File: src/rtl/shift_reg_pkg.sv
// -----------------------------------------------------------------------------
// shift_reg_pkg
// Shared definitions for the shift-register family (serial-in and
// parallel-in transmit variants).
//   state_e                 : two-state control encoding (IDLE / SHIFT)
//   SHIFT_REG_DEFAULT_WIDTH : default word width shared by the family
//   even_parity()           : XOR-reduce helper for the optional parity bit
// -----------------------------------------------------------------------------
package shift_reg_pkg;

   localparam int SHIFT_REG_DEFAULT_WIDTH = 4;

   typedef enum logic {
      IDLE  = 1'b0,
      SHIFT = 1'b1
   } state_e;

   // Even parity of a word; narrower words are zero-extended by the caller,
   // which leaves the XOR result unchanged.
   function automatic logic even_parity(input logic [31:0] word);
      return ^word;
   endfunction

endpackage

File: src/rtl/shift_reg_piso_tx.sv
// -----------------------------------------------------------------------------
// shift_reg_piso_tx
// Parallel-in / serial-out transmitter. A WIDTH-bit word is accepted through
// a valid/ready handshake and shifted out MSB first, one bit per clock.
// Back-to-back frames are supported: a new word may be accepted on the final
// bit of the current frame so that its MSB follows without a gap.
//
// Ports
//   Clk        in   system clock, rising edge
//   Rst_n      in   asynchronous active-low reset
//   Din        in   [WIDTH-1:0] parallel word
//   Load_valid in   Din is valid this cycle
//   Load_ready out  word can be accepted this cycle (decoded from state)
//   Q          out  serial data, MSB first (registered)
//   Q_valid    out  Q carries a frame bit (registered)
//   Done       out  one-cycle pulse on the final bit of a frame (registered)
//
// Build option
//   SHIFT_REG_PARITY_EN : appends an even-parity bit as an extra frame cycle
//                         (frame length WIDTH+1, Done on the parity cycle).
// -----------------------------------------------------------------------------
module shift_reg_piso_tx
   import shift_reg_pkg::*;
#(
   parameter int WIDTH = SHIFT_REG_DEFAULT_WIDTH
) (
   input  logic             Clk,
   input  logic             Rst_n,
   input  logic [WIDTH-1:0] Din,
   input  logic             Load_valid,
   output logic             Load_ready,
   output logic             Q,
   output logic             Q_valid,
   output logic             Done
);

`ifdef SHIFT_REG_PARITY_EN
   localparam int             CNT_W    = $clog2(WIDTH + 1);
   localparam logic [CNT_W-1:0] CNT_LOAD = CNT_W'(WIDTH);
`else
   localparam int             CNT_W    = $clog2(WIDTH);
   localparam logic [CNT_W-1:0] CNT_LOAD = CNT_W'(WIDTH - 1);
`endif

   state_e             state_q, state_d;
   logic [WIDTH-1:0]   sreg_q, sreg_d;
   logic [CNT_W-1:0]   cnt_q, cnt_d;
   logic               q_q, q_d;
   logic               q_valid_q, q_valid_d;
   logic               done_q, done_d;
   logic               accept_s;
   logic               last_s;
`ifdef SHIFT_REG_PARITY_EN
   logic               par_q, par_d;
`endif

   // Ready in IDLE, or on the last frame bit to allow a gapless reload.
   assign last_s     = (cnt_q == {CNT_W{1'b0}});
   assign Load_ready = (state_q == IDLE) || ((state_q == SHIFT) && last_s);
   assign accept_s   = Load_valid && Load_ready;

   // Next-state for FSM, shift register, counter and registered outputs.
   always_comb begin
      state_d = state_q;
      sreg_d  = sreg_q;
      cnt_d   = cnt_q;
`ifdef SHIFT_REG_PARITY_EN
      par_d   = par_q;
`endif
      if (accept_s) begin
         state_d = SHIFT;
         sreg_d  = Din;
         cnt_d   = CNT_LOAD;
`ifdef SHIFT_REG_PARITY_EN
         par_d   = even_parity(32'(Din));
`endif
      end else begin
         case (state_q)
            SHIFT: begin
               sreg_d = {sreg_q[WIDTH-2:0], 1'b0};
               if (last_s) begin
                  state_d = IDLE;
               end else begin
                  cnt_d = cnt_q - CNT_W'(1);
               end
            end
            IDLE: begin
               state_d = IDLE;
            end
            default: begin
               state_d = IDLE;
            end
         endcase
      end

      // Outputs are computed from next state so they change with the state flops.
      q_valid_d = (state_d == SHIFT);
      done_d    = (state_d == SHIFT) && (cnt_d == {CNT_W{1'b0}});
      if (state_d == SHIFT) begin
`ifdef SHIFT_REG_PARITY_EN
         // Counter value zero is the trailing parity cycle.
         if (cnt_d == {CNT_W{1'b0}}) begin
            q_d = par_d;
         end else begin
            q_d = sreg_d[WIDTH-1];
         end
`else
         q_d = sreg_d[WIDTH-1];
`endif
      end else begin
         q_d = 1'b0;
      end
   end

   // State and output registers with asynchronous abort of any frame.
   always_ff @(posedge Clk or negedge Rst_n) begin
      if (!Rst_n) begin
         state_q   <= IDLE;
         sreg_q    <= {WIDTH{1'b0}};
         cnt_q     <= {CNT_W{1'b0}};
         q_q       <= 1'b0;
         q_valid_q <= 1'b0;
         done_q    <= 1'b0;
`ifdef SHIFT_REG_PARITY_EN
         par_q     <= 1'b0;
`endif
      end else begin
         state_q   <= state_d;
         sreg_q    <= sreg_d;
         cnt_q     <= cnt_d;
         q_q       <= q_d;
         q_valid_q <= q_valid_d;
         done_q    <= done_d;
`ifdef SHIFT_REG_PARITY_EN
         par_q     <= par_d;
`endif
      end
   end

   assign Q       = q_q;
   assign Q_valid = q_valid_q;
   assign Done    = done_q;

endmodule
File: config.mk
export PLATFORM = sky130hd
export DESIGN_NAME = shift_reg_piso_tx
export DESIGN_NICKNAME = d
export VERILOG_FILES = /design/src/rtl/shift_reg_pkg.sv /design/src/rtl/shift_reg_piso_tx.sv
export SDC_FILE = /design/constraint.sdc
export NUM_CORES = 1
export LEC_CHECK = 0
export BUFFER_PORTS_ARGS = -buffer_cell sky130_fd_sc_hd__clkbuf_2
export CORE_AREA = 2 2 39 41
export CTS_CLUSTER_DIAMETER = 40
export DETAILED_ROUTE_END_ITERATION = 8
export DIE_AREA = 0 0 41 43
export REMOVE_ABC_BUFFERS = 1
export SYNTH_ARGS = -nofsm -noshare
export SYNTH_HDL_FRONTEND = slang
export SYNTH_SLANG_ARGS = --single-unit
File: constraint.sdc
create_clock -name Clk -period 2 [get_ports Clk]
set_input_delay 0.2 -clock Clk [delete_from_list [all_inputs] [get_ports Clk]]
set_output_delay 0.2 -clock Clk [all_outputs]
set_load 0.05 [all_outputs]
==> results of run 1 <==
==> stage by stage <==
| step | cells | setup slack [ns] | power (uW) |
|---|---|---|---|
| after floorplan | 31 | 0.283 | 625 |
| after global placement | 57 | 0.681 | 703 |
| after detailed placement | 57 | 0.683 | 703 |
| after CTS | 62 | 0.520 | 848 |
| after global routing | 62 | 0.419 | 904 |
| final | 62 | 0.529 | 837 |
==> cells in the final DEF, fill, tap and decap left out <==
master / n
o21ai_0: 2
mux2_2: 1
clkbuf_4: 3
a211oi_1: 1
a32o_1: 1
nand2_1: 3
a21oi_1: 2
dfrtp_1: 9
or2b_1: 1
dlygate4sd3_1: 1
clkbuf_2: 10
o21ai_4: 1
and2_4: 1
mux2_4: 1
nor2_1: 2
and3b_2: 1
xor2_1: 1
clkbuf_1: 1
nand2b_1: 1
nand3_1: 1
a32oi_1: 2
==> kinds of logic (layout without fill, tap and decap cells) <==
family	after synthesis	after routing	share of synthesized area, %
simple gates	10	10	14.0
xor+xnor	1	1	2.17
mux	2	2	6.52
buf+inv	2	15	3.73
compound gates	9	9	17.7
flops	9	9	55.9
==> power groups by stage <==
stage	Sequential [uW]	Clock (uW)	Combinational (uW)
finish	332	137	369
global route	347	156	402
CTS	333	145	370
detailed placement	336	0	367
global placement	335	0	369
floorplan	402	0	223
==> worst max path at each step <==
stage	to	slack, ns	depth (start not counted)
after global placement	sreg_q[3]$_DFF_PN0_	0.68	2
final	Load_ready	0.53	2
after detailed placement	sreg_q[3]$_DFF_PN0_	0.68	2
after global routing	Load_ready	0.42	2
after CTS	Load_ready	0.52	2
after floorplan	sreg_q[3]$_DFF_PN0_	0.28	3
==> critical path: cells and delay by family (launching register included) <==
family / cells / cell delay (ns)
flops: 1 / 0.44
buf+inv: 1 / 0.32
compound gates: 1 / 0.26
==> cell usage after synthesis <==
cell      instances  area [um^2]
dfrtp_1           9          225
nand2_1           3         11.3
a21oi_1           2         10.0
a32oi_1           2         17.5
nor2_1            2         7.51
o21ai_0           2         10.0
a211oi_1          1         7.51
a32o_1            1         10.0
and2_4            1         8.76
and3b_2           1         10.0
buf_6             1         11.3
clkbuf_1          1         3.75
mux2_2            1         11.3
mux2_4            1         15.0
nand2b_1          1         6.26
nand3_1           1         5.00
o21ai_4           1         16.3
or2b_1            1         7.51
xor2_1            1         8.76
==> state kept, by name, indices dropped and copies added (netlist names) <==
| register | flops |
|---|---|
| sreg_q | 4 |
| cnt_q | 2 |
| Done | 1 |
| Q | 1 |
| Q_valid | 1 |
==> layer usage <==
metal / GRT usage [%] / wire, um / vias to the layer above
li1: - / - / 146
met1: 13.7 / 319 / 125
met2: 10.9 / 261 / 12
met3: 9.42 / 57 / 0
met4: 6.00 / 0 / 0
met5: 0 / 0 / -
==> repair_timing <==
action                                  4_1_cts  5_1_grt
hold buffers                                  1        0
endpoints found under the setup margin        0        0
endpoints found under the hold margin         9        0
==> layout make-up <==
type,instances,share of cell area (%)
Sequential cell,9,45.6
Multi-Input combinational cell,22,32.9
Timing Repair Buffer,11,12.2
Clock buffer,4,5.32
Tap cell,16,4.05
==> metrics.md, run 1 <==
| Metric | Value |
|---|---|
| Final max-slew violation count | 0 |
| Power per cell area | 1690 mW/mm^2 |
| Port-buffer cells | 10 |
| Setup crit start kind | flip-flop |
| Die area | 0.00176 mm^2 |
| Share of power burned in the clock network | 16.3% |
| Post-Syn Area | 403 um^2 |
| Count of instances resized after the clock tree is built | 0 |
| Finished layout cell area | 494 um^2 |
| Peak per-stage delay on the critical path | 0.44 ns |
| Result of the run | completed |
| Slew at the pin closest to its max-slew limit | 0.351 ns |
| Post-route clock skew | 0.00574 ns |
| Total number of clock tree sinks | 9 |
| Critical path capture point type | output pin |
| Critical path origin | cnt_q[1]$_DFF_PN0_ |
| Number of global-route vias before repair | 249 |
| Root buffer cell | clkbuf_4 |
| Number of vias per cell | 4.56 |
| Synthesized area divided by synthesized cell count | 12.2 um^2 |
| Detailed-routing iteration count for the pre-antenna-repair pass | 4 |
| Critical setup path kind | flip-flop to output pin |
| Unrepaired setup endpoints after global routing | no |
| Terminating pin of the worst hold path | Q$_DFF_PN0_ |
| Post-Route Hold Slack | 0.190 ns |
| Remaining routing DRC violations | 0 |
| Buffers from clock root to sink, at most | 2 |
| Number of antenna violations at the first check in global routing | 0 |
| Combined area of the multi-input logic cells | 163 um^2 |
| Die span in y | 43 um |
| Count of routing violations after the opening detailed-route iteration | 5 |
| Series of cell instances along the critical path | o21ai_4 -> clkbuf_2 |
| Worst vdd rail ir drop | 0.696 mV |
| Sequential group share of total power | 39.6% |
| Total I/O pin count | 11 |
| Largest net degree at the start of global routing | 11 |
| Setup Fix Bufs, Post-CTS | 0 |
| DPL Wire Length | 460 um |
| Clock buffers created by TritonCTS | 3 |
| Worst hold path startpoint | Din[3] |
| Cell type of the slowest stage on the worst timing path | dfrtp_1 |
| Top achievable clock speed | 680 MHz |
| Max Cap Viol | 0 |
| Worst-case reg-to-reg path depth | 2 |
| Initial Utilization | 29.1% |
| Crit Reg-Reg Endpoint | sreg_q[3]$_DFF_PN0_ |
| Final Routed Wirelength | 638 um |
| Arrival time of the worst setup path | 1.27 ns |
| Cell count after synthesis | 33 |
| CTS tree | done |
| Count of final hold-check violations | 0 |
| Leakage power figure | 0.000233 uW |
| Final weighted congestion in routability-driven placement | 0.706 |
| WHS Path Cells | 3 |
| Final worst path period need | 1.47 ns |
| Wire length of the first global-routing pass | 1.10 mm |
| Number of antenna cells inserted | 0 |
| Power share of the combinational group | 44.0% |
| Sum of negative setup slack | 0 ns |
| Area after detailed placement | 458 um^2 |
| Relative area change from synthesis to final layout | 22.7% |
| Vias after detailed routing | 283 |
| Share of total power consumed by net switching | 43.3% |
| Worst reg2reg path startpoint | Q_valid$_DFF_PN0_ |
| Internal Dissipation | 474 uW |
| Number of nets in the finished design | 54 |
| Tot GR Track Use | 10.5% |
| Setup slack on the worst flop-to-flop path | 0.69 ns |
| Die width | 41 um |
| Reg area | 225 um^2 |
| Number of warning messages in the yosys log | 0 |
| Power dissipated by switching net loads | 363 uW |
| CP Max Fanout | 8 |
| Count of antenna-violating nets left after detailed routing | 0 |
| Post-route core utilization | 35.7% |
| Number of library cell types mapped by synthesis | 19 |
| Number of register bits inferred by synthesis | 9 |
| Fraction of final layout cells sized beyond drive strength 1 | 39.1% |
| Avg WL per Cell | 10.3 um |
| Maximum level of the CTS H-tree | 1 |
| Fillcell total | 138 |
| Setup-violating endpoint count in the final report | 0 |
| Rows | 14 |
| Sequential area share after synthesis | 55.9% |
| Ratio of final minimum period to clock period | 73.6% |
| Core Area | 0.00138 mm^2 |
| Clock transition at the registers of the reported paths | 0.06 ns |
| Class of the most critical hold timing path | input port to flip-flop |
| Insertion delay to the later sink of the worst-skew pair | 0.26 ns |
| Required time worst endpoint | 1.80 ns |
| Total gr overflow | 0 |
| Worst slew margin | 76.6% |
Note: power is estimated with default switching activity, not from simulation.
==> run 2, diff against run 1 <==
--- a/config.mk
+++ b/config.mk
@@ -5,6 +5,7 @@
 export SDC_FILE = /design/constraint.sdc
 export NUM_CORES = 1
 export LEC_CHECK = 0
+export ABC_AREA = 1
 export BUFFER_PORTS_ARGS = -buffer_cell sky130_fd_sc_hd__clkbuf_2
 export CORE_AREA = 2 2 39 41
 export CTS_CLUSTER_DIAMETER = 40
==> constraint.sdc (replaced) <==
create_clock -name Clk -period 1.2 [get_ports Clk]
set_input_delay 0.12 -clock Clk [delete_from_list [all_inputs] [get_ports Clk]]
set_output_delay 0.12 -clock Clk [all_outputs]
set_load 0.05 [all_outputs]
==> metrics.md, run 2 <==
| Metric | Value |
|---|---|
| Result of the run | completed |
| Clock buffers created by TritonCTS | 3 (unchanged) |
| Worst vdd rail ir drop | 0.853 mV (+22%) |
| Detailed-routing iteration count for the pre-antenna-repair pass | 4 (unchanged) |
| Reg area | 229 um^2 (+1.7%) |
| Maximum level of the CTS H-tree | 1 (unchanged) |
| Number of cells in the finished layout apart from fillers | 78 (+26%) |
| Synth top cells by count | 9 x dfrtp_1, 8 x nand2_1, 7 x nand3_1 |
| Worst-case reg-to-reg path depth | 5 (+3) |
| Unrepaired setup endpoints after global routing | yes |
| Count of final hold-check violations | 0 (unchanged) |
| WHS Path Cells | 3 (unchanged) |
| Class of the most critical hold timing path | input port to flip-flop |
| Total gr overflow | 0 (unchanged) |
| Die width | 41 um (unchanged) |
| Number of vias per cell | 4.33 (-5.1%) |
| Arrival time of the worst setup path | 1.05 ns (-0.22 ns) |
| Sequential area share after synthesis | 52.8% (-3.1 points) |
| Largest register by flop count | sreg_q |
| Buffers from clock root to sink, at most | 2 (unchanged) |
| Die span in y | 43 um (unchanged) |
| Port-buffer cells | 10 (unchanged) |
| Worst hold path startpoint | Din[0] |
| Fraction of final layout cells sized beyond drive strength 1 | 46.8% (+7.6 points) |
| Ratio of final minimum period to clock period | 97.6% |
| Number of warning messages in the yosys log | 0 (unchanged) |
| Count of routing violations after the opening detailed-route iteration | 7 (+2) |
| Final worst path period need | 1.17 ns |
| Leakage power figure | 0.000289 uW (+24%) |
| Synthesized area divided by synthesized cell count | 9.08 um^2 (-26%) |
| Combined area of the multi-input logic cells | 164 um^2 (+0.77%) |
| Number of global-route vias before repair | 317 (+27%) |
| CP Max Fanout | 4 (-4) |
| Terminating pin of the worst hold path | sreg_q[0]$_DFFE_PN0P_ |
| Setup crit start kind | flip-flop |
| Total number of clock tree sinks | 9 (unchanged) |
| Total I/O pin count | 11 (unchanged) |
| Vias after detailed routing | 338 (+19%) |
| Post-Route Hold Slack | 0.0852 ns (-0.105 ns) |
| Initial Utilization | 30.8% (+1.7 points) |
| Cell count after placement | 71 (+25%) |
| Critical path capture point type | output pin |
| Largest net degree at the start of global routing | 10 (-1) |
| Avg WL per Cell | 10.9 um (+5.5%) |
| Insertion delay to the later sink of the worst-skew pair | 0.27 ns (about the same) |
| Final weighted congestion in routability-driven placement | 0.789 (+12%) |
| Most repeated cell in the gate-level netlist after synthesis | dfrtp_1 |
| Post-route core utilization | 40.0% (+4.2 points) |
| Count of antenna-violating nets left after detailed routing | 0 (unchanged) |
| Worst slew margin | 81.6% (+5.0 points) |
| EDFF count, synth | 0 (unchanged) |
| Number of antenna violations at the first check in global routing | 0 (unchanged) |
| Flip-flop count of the largest register after layout | 4 (unchanged) |
| Max Cap Viol | 0 (unchanged) |
| Setup-violating endpoint count in the final report | 0 (unchanged) |
| Crit Reg-Reg Endpoint | Q_valid$_DFF_PN0_ |
| Number of library cell types mapped by synthesis | 16 (-3) |
| Final Routed Wirelength | 847 um (+33%) |
| Worst reg2reg path startpoint | cnt_q[1]$_DFF_PN0_ |
| Slew at the pin closest to its max-slew limit | 0.277 ns (-0.0735 ns) |
| Post-Syn Area | 427 um^2 (+5.9%) |
| Wire length of the first global-routing pass | 1.35 mm (+22%) |
| Core Area | 0.00138 mm^2 (unchanged) |
| Relative area change from synthesis to final layout | 29.6% |
| Yosys top cell by area | dfrtp_1 |
| Power per cell area | 2980 mW/mm^2 (+76%) |
| Clock transition at the registers of the reported paths | 0.06 ns (about the same) |
| Post-route clock skew | 0.00504 ns (-0.000695 ns) |
| Remaining routing DRC violations | 0 (unchanged) |
| Rows | 14 (unchanged) |
| Top library cells by usage in the layout, fill and taps aside | 8 x nand2_1, 8 x clkbuf_2, 7 x nand3_1 |
| Number of register bits inferred by synthesis | 9 (unchanged) |
| Number of antenna cells inserted | 0 (unchanged) |
| Share of Yosys cell area claimed by the top area cell type | 52.8% (-3.1 points) |
| Top achievable clock speed | 854 MHz |
| Largest registers | sreg_q x4, cnt_q x2 |
| Async set-or-reset flop fraction in the synthesized netlist | 100% (unchanged) |
| DPL Wire Length | 609 um (+32%) |
| Tot Pwr | 1650 uW (+97%) |
| Setup slack on the worst flop-to-flop path | 0.11 ns (-0.58 ns) |
| Required time worst endpoint | 1.08 ns (-0.72 ns) |
| Final max-slew violation count | 0 (unchanged) |
| Cells taking the most area after synthesis | dfrtp_1 53%, nand3_1 8.2%, nand2_1 7.0% |
| Cell count after synthesis | 47 (+42%) |
| Tot GR Track Use | 12.7% (+2.3 points) |
| Die area | 0.00176 mm^2 (unchanged) |
| Critical setup path kind | flip-flop to output pin |
| Dominant register cell in the synthesized netlist | dfrtp_1 |
| Root buffer cell | clkbuf_4 |
| CTS tree | done |
| Fillcell total | 146 (+5.8%) |
| Number of nets in the finished design | 70 (+30%) |
-- run 2: cell count changes after synthesis, moves of 2 or more --
cell | before | now
nand3_1 | 1 | 7
nand2_1 | 3 | 8
inv_1 | 0 | 4
inv_2 | 0 | 3
nand2_2 | 0 | 3
a21oi_1 | 2 | 0
a32oi_1 | 2 | 0
nor2_2 | 0 | 2
-- run 2: report_power, final --
group	switching, uW	internal [uW]	total (uW)	leakage (uW)
Combinational	515	313	828	0.000166
Clock	112	129	241	0.0000150
Sequential	135	443	578	0.000108
Total	763	884	1650	0.000289
-- run 2: cell families after synthesis --
family,Yosys count,synth area share [%]
AOI/OAI and AO/OA,3,4.99
DFF,9,52.8
buffers and inverters,9,10.6
and+or+nand+nor,26,31.7
-- run 2: layout make-up --
class / instances / share of cell area, %
repair buffers: 13 / 15.8
well taps: 16 / 3.62
flip-flops and latches: 9 / 41.4
multi-input cells: 29 / 29.6
clock buffers: 4 / 4.75
inverters: 7 / 4.75
-- run 2: worst max path at each step --
stage / startpoint / endpoint / slack (ns) / cells after the start
5_1_grt: cnt_q[1]$_DFF_PN0_ / Load_ready / 0.00003 / 2
2_1_floorplan: Q_valid$_DFF_PN0_ / sreg_q[2]$_DFFE_PN0P_ / -0.34 / 3
6_report: cnt_q[1]$_DFF_PN0_ / Load_ready / 0.03 / 2
4_1_cts: cnt_q[0]$_DFF_PN0_ / Load_ready / -0.01 / 2
3_5_place_dp: Q_valid$_DFF_PN0_ / Load_ready / 0.09 / 2
3_3_place_gp: Q_valid$_DFF_PN0_ / Load_ready / 0.11 / 2
-- run 2: per-stage QoR --
step | setup TNS [ns] | instance area [um^2] | setup WS [ns]
2_1_floorplan | -1.71 | 408 | -0.337
3_3_place_gp | 0 | 478 | 0.110
3_5_place_dp | 0 | 478 | 0.0909
4_1_cts | -0.0128 | 543 | -0.0128
5_1_grt | 0 | 553 | 0.0000259
6_report | 0 | 553 | 0.0291
-- run 2: layer usage --
layer / vias up / wire (um) / part of all wire [%] / GRT usage (%)
li1: 174 / - / - / -
met1: 149 / 364 / 43 / 14.4
met2: 10 / 411 / 49 / 17.2
met3: 5 / 28 / 3.3 / 3.14
met4: 0 / 42 / 5.0 / 14.0
met5: - / 0 / 0 / 0
-- run 2: what timing repair did --
action | CTS | global route
setup endpoints to repair | 2 | 1
pin swaps | 1 | 1
gates resized for setup | 6 | 2
endpoints found under the hold margin | 9 | 0
hold buffers | 1 | 0
buffers inserted | 1 | 1
-- run 2: worst max-delay path, cell delays in order (launching register included) --
cell	delay (ns)
dfrtp_2	0.44
o21ai_4	0.18
buf_8	0.16
==> run 3, diff against run 2 <==
--- a/config.mk
+++ b/config.mk
@@ -5,7 +5,6 @@
 export SDC_FILE = /design/constraint.sdc
 export NUM_CORES = 1
 export LEC_CHECK = 0
-export ABC_AREA = 1
 export BUFFER_PORTS_ARGS = -buffer_cell sky130_fd_sc_hd__clkbuf_2
 export CORE_AREA = 2 2 39 41
 export CTS_CLUSTER_DIAMETER = 40
==> metrics.md, run 3 (same netlist as run 1, synthesis figures left out) <==
| Metric | Value |
|---|---|
| Buffers from clock root to sink, at most | 2 (unchanged) |
| Number of vias per cell | 4.63 (+6.8%) |
| Count of antenna-violating nets left after detailed routing | 0 (unchanged) |
| Core Area | 0.00138 mm^2 (unchanged) |
| Power per cell area | 2980 mW/mm^2 (about the same) |
| Worst-case reg-to-reg path depth | 4 (-1) |
| Largest register by flop count | sreg_q |
| Number of global-route vias before repair | 266 (-16%) |
| Final Routed Wirelength | 750 um (-11%) |
| Area after detailed placement | 488 um^2 (+2.1%) |
| Arrival time of the worst setup path | 1.12 ns (+0.07 ns) |
| Vias after detailed routing | 310 (-8.3%) |
| Class of the most critical hold timing path | input port to flip-flop |
| Worst reg2reg path startpoint | cnt_q[0]$_DFF_PN0_ |
| Worst vdd rail ir drop | 1.14 mV (+33%) |
| Critical path capture point type | output pin |
| Relative area change from synthesis to final layout | 41.3% |
| Worst slew margin | 81.7% (+0.13 points) |
| Avg WL per Cell | 11.2 um (+3.1%) |
| Clock buffers created by TritonCTS | 3 (unchanged) |
| Minimum setup slack in the final design | -0.0353 ns (-0.0645 ns) |
| Post-route clock skew | 0.000331 ns (-0.00471 ns) |
| Slew at the pin closest to its max-slew limit | 0.275 ns (-0.00194 ns) |
| Initial Utilization | 29.1% (-1.7 points) |
| Terminating pin of the worst hold path | sreg_q[3]$_DFF_PN0_ |
| Final max-slew violation count | 0 (unchanged) |
| Crit Reg-Reg Endpoint | Q_valid$_DFF_PN0_ |
| Result of the run | complete, but fails checks |
| Fraction of final layout cells sized beyond drive strength 1 | 47.1% (+0.28 points) |
| Die area | 0.00176 mm^2 (unchanged) |
| Flip-flop count of the largest register after layout | 4 (unchanged) |
| DP Worst Slack | 0.0188 ns (-0.0721 ns) |
| Maximum level of the CTS H-tree | 1 (unchanged) |
| DPL Wire Length | 545 um (-10%) |
| Number of antenna cells inserted | 0 (unchanged) |
| Largest net degree at the start of global routing | 10 (unchanged) |
| Setup slack on the worst flop-to-flop path | 0.04 ns (-0.07 ns) |
| Detailed-routing iteration count for the pre-antenna-repair pass | 4 (unchanged) |
| Number of nets in the finished design | 59 (-16%) |
| Top library cells by usage in the layout, fill and taps aside | 8 x dfrtp_1, 8 x clkbuf_2, 3 x nand2_1, 3 x clkbuf_4, 3 x buf_4 |
| Insertion delay to the later sink of the worst-skew pair | 0.26 ns (about the same) |
| Wire length of the first global-routing pass | 1.27 mm (-6.1%) |
| Required time worst endpoint | 1.08 ns (about the same) |
| Number of antenna violations at the first check in global routing | 0 (unchanged) |
| Total I/O pin count | 11 (unchanged) |
| Fillcell total | 137 (-6.2%) |
| Post-route core utilization | 41.1% (+1.2 points) |
| Total number of clock tree sinks | 9 (unchanged) |
| CTS tree | done |
| CP Max Fanout | 2 (-2) |
| Largest registers | sreg_q x4, cnt_q x2 |
| Tot GR Track Use | 11.5% (-1.3 points) |
| Sum of negative setup slack | -0.0353 ns (-0.0353 ns) |
| Clock transition at the registers of the reported paths | 0.06 ns (about the same) |
| Final weighted congestion in routability-driven placement | 0.769 (-2.4%) |
| Total gr overflow | 0 (unchanged) |
| Root buffer cell | clkbuf_4 |
| Ratio of final minimum period to clock period | 103% (+5.4 points) |
| Die width | 41 um (unchanged) |
| Count of final hold-check violations | 0 (unchanged) |
| Max Cap Viol | 0 (unchanged) |
| Remaining routing DRC violations | 0 (unchanged) |
| Die span in y | 43 um (unchanged) |
| Setup crit start kind | flip-flop |
| Worst hold path startpoint | Din[3] |
| Port-buffer cells | 10 (unchanged) |
| Top achievable clock speed | 810 MHz (-5.2%) |
| Post-Route Hold Slack | 0.109 ns (+0.0241 ns) |
| Unrepaired setup endpoints after global routing | yes |
| WHS Path Cells | 2 (-1) |
| Finished layout cell area | 569 um^2 (+2.9%) |
| Final worst path period need | 1.24 ns (+0.0645 ns) |
| Leakage power figure | 0.000270 uW (-6.4%) |
| Violations in the final reports | setup timing |
| Setup-violating endpoint count in the final report | 1 (+1) |
| Count of routing violations after the opening detailed-route iteration | 9 (+2) |
| Rows | 14 (unchanged) |
| Critical setup path kind | flip-flop to output pin |
## run 3: report_power, final
| part | internal (uW) | total, uW | switching, uW |
|---|---|---|---|
| Combinational | 475 | 952 | 477 |
| Clock | 128 | 229 | 101 |
| Sequential | 430 | 515 | 85.2 |
| Total | 1030 | 1700 | 663 |
## run 3: what timing repair did
| action | in CTS | in global routing |
|---|---|---|
| pin swaps | 0 | 1 |
| setup endpoints to repair | 2 | 6 |
| hold endpoints to repair | 9 | 0 |
| hold buffers | 1 | 0 |
| setup buffers | 1 | 0 |
| gates resized for setup | 7 | 2 |
## run 3: final cells by class
class,instances,area [um^2],share of cell area (%)
Sequential cell,9,226,39.8
Multi-Input combinational cell,22,163,28.6
Timing Repair Buffer,16,134,23.5
Clock buffer,4,26.3,4.62
Tap cell,16,20.0,3.52
## run 3: worst max-delay path by stage
stage | to | slack (ns) | startpoint | cells past startpoint
after floorplan | sreg_q[3]$_DFF_PN0_ | -0.52 | Q_valid$_DFF_PN0_ | 3
after global placement | sreg_q[3]$_DFF_PN0_ | 0.04 | Q_valid$_DFF_PN0_ | 2
after detailed placement | sreg_q[3]$_DFF_PN0_ | 0.02 | Q_valid$_DFF_PN0_ | 2
after CTS | Load_ready | -0.04 | cnt_q[1]$_DFF_PN0_ | 3
after global routing | Load_ready | -0.09 | cnt_q[0]$_DFF_PN0_ | 3
final | Load_ready | -0.04 | cnt_q[0]$_DFF_PN0_ | 3
## run 3: metal layers
metal	wire [um]	vias up	GRT usage (%)
li1	-	152	-
met1	314	140	14.3
met2	350	15	14.1
met3	73	3	8.38
met4	11	0	6.00
met5	0	-	0
## run 3: critical path, cell delays in order, from the launching register on
cell	delay (ns)
dfrtp_1	0.41
o21ai_4	0.17
buf_6	0.12
clkbuf_16	0.15
## run 3: stage by stage
step / std cells / power (uW)
after floorplan: 31 / 1040
after CTS: 67 / 1690
final: 67 / 1700
after detailed placement: 61 / 1290
after global routing: 67 / 1810
after global placement: 61 / 1280
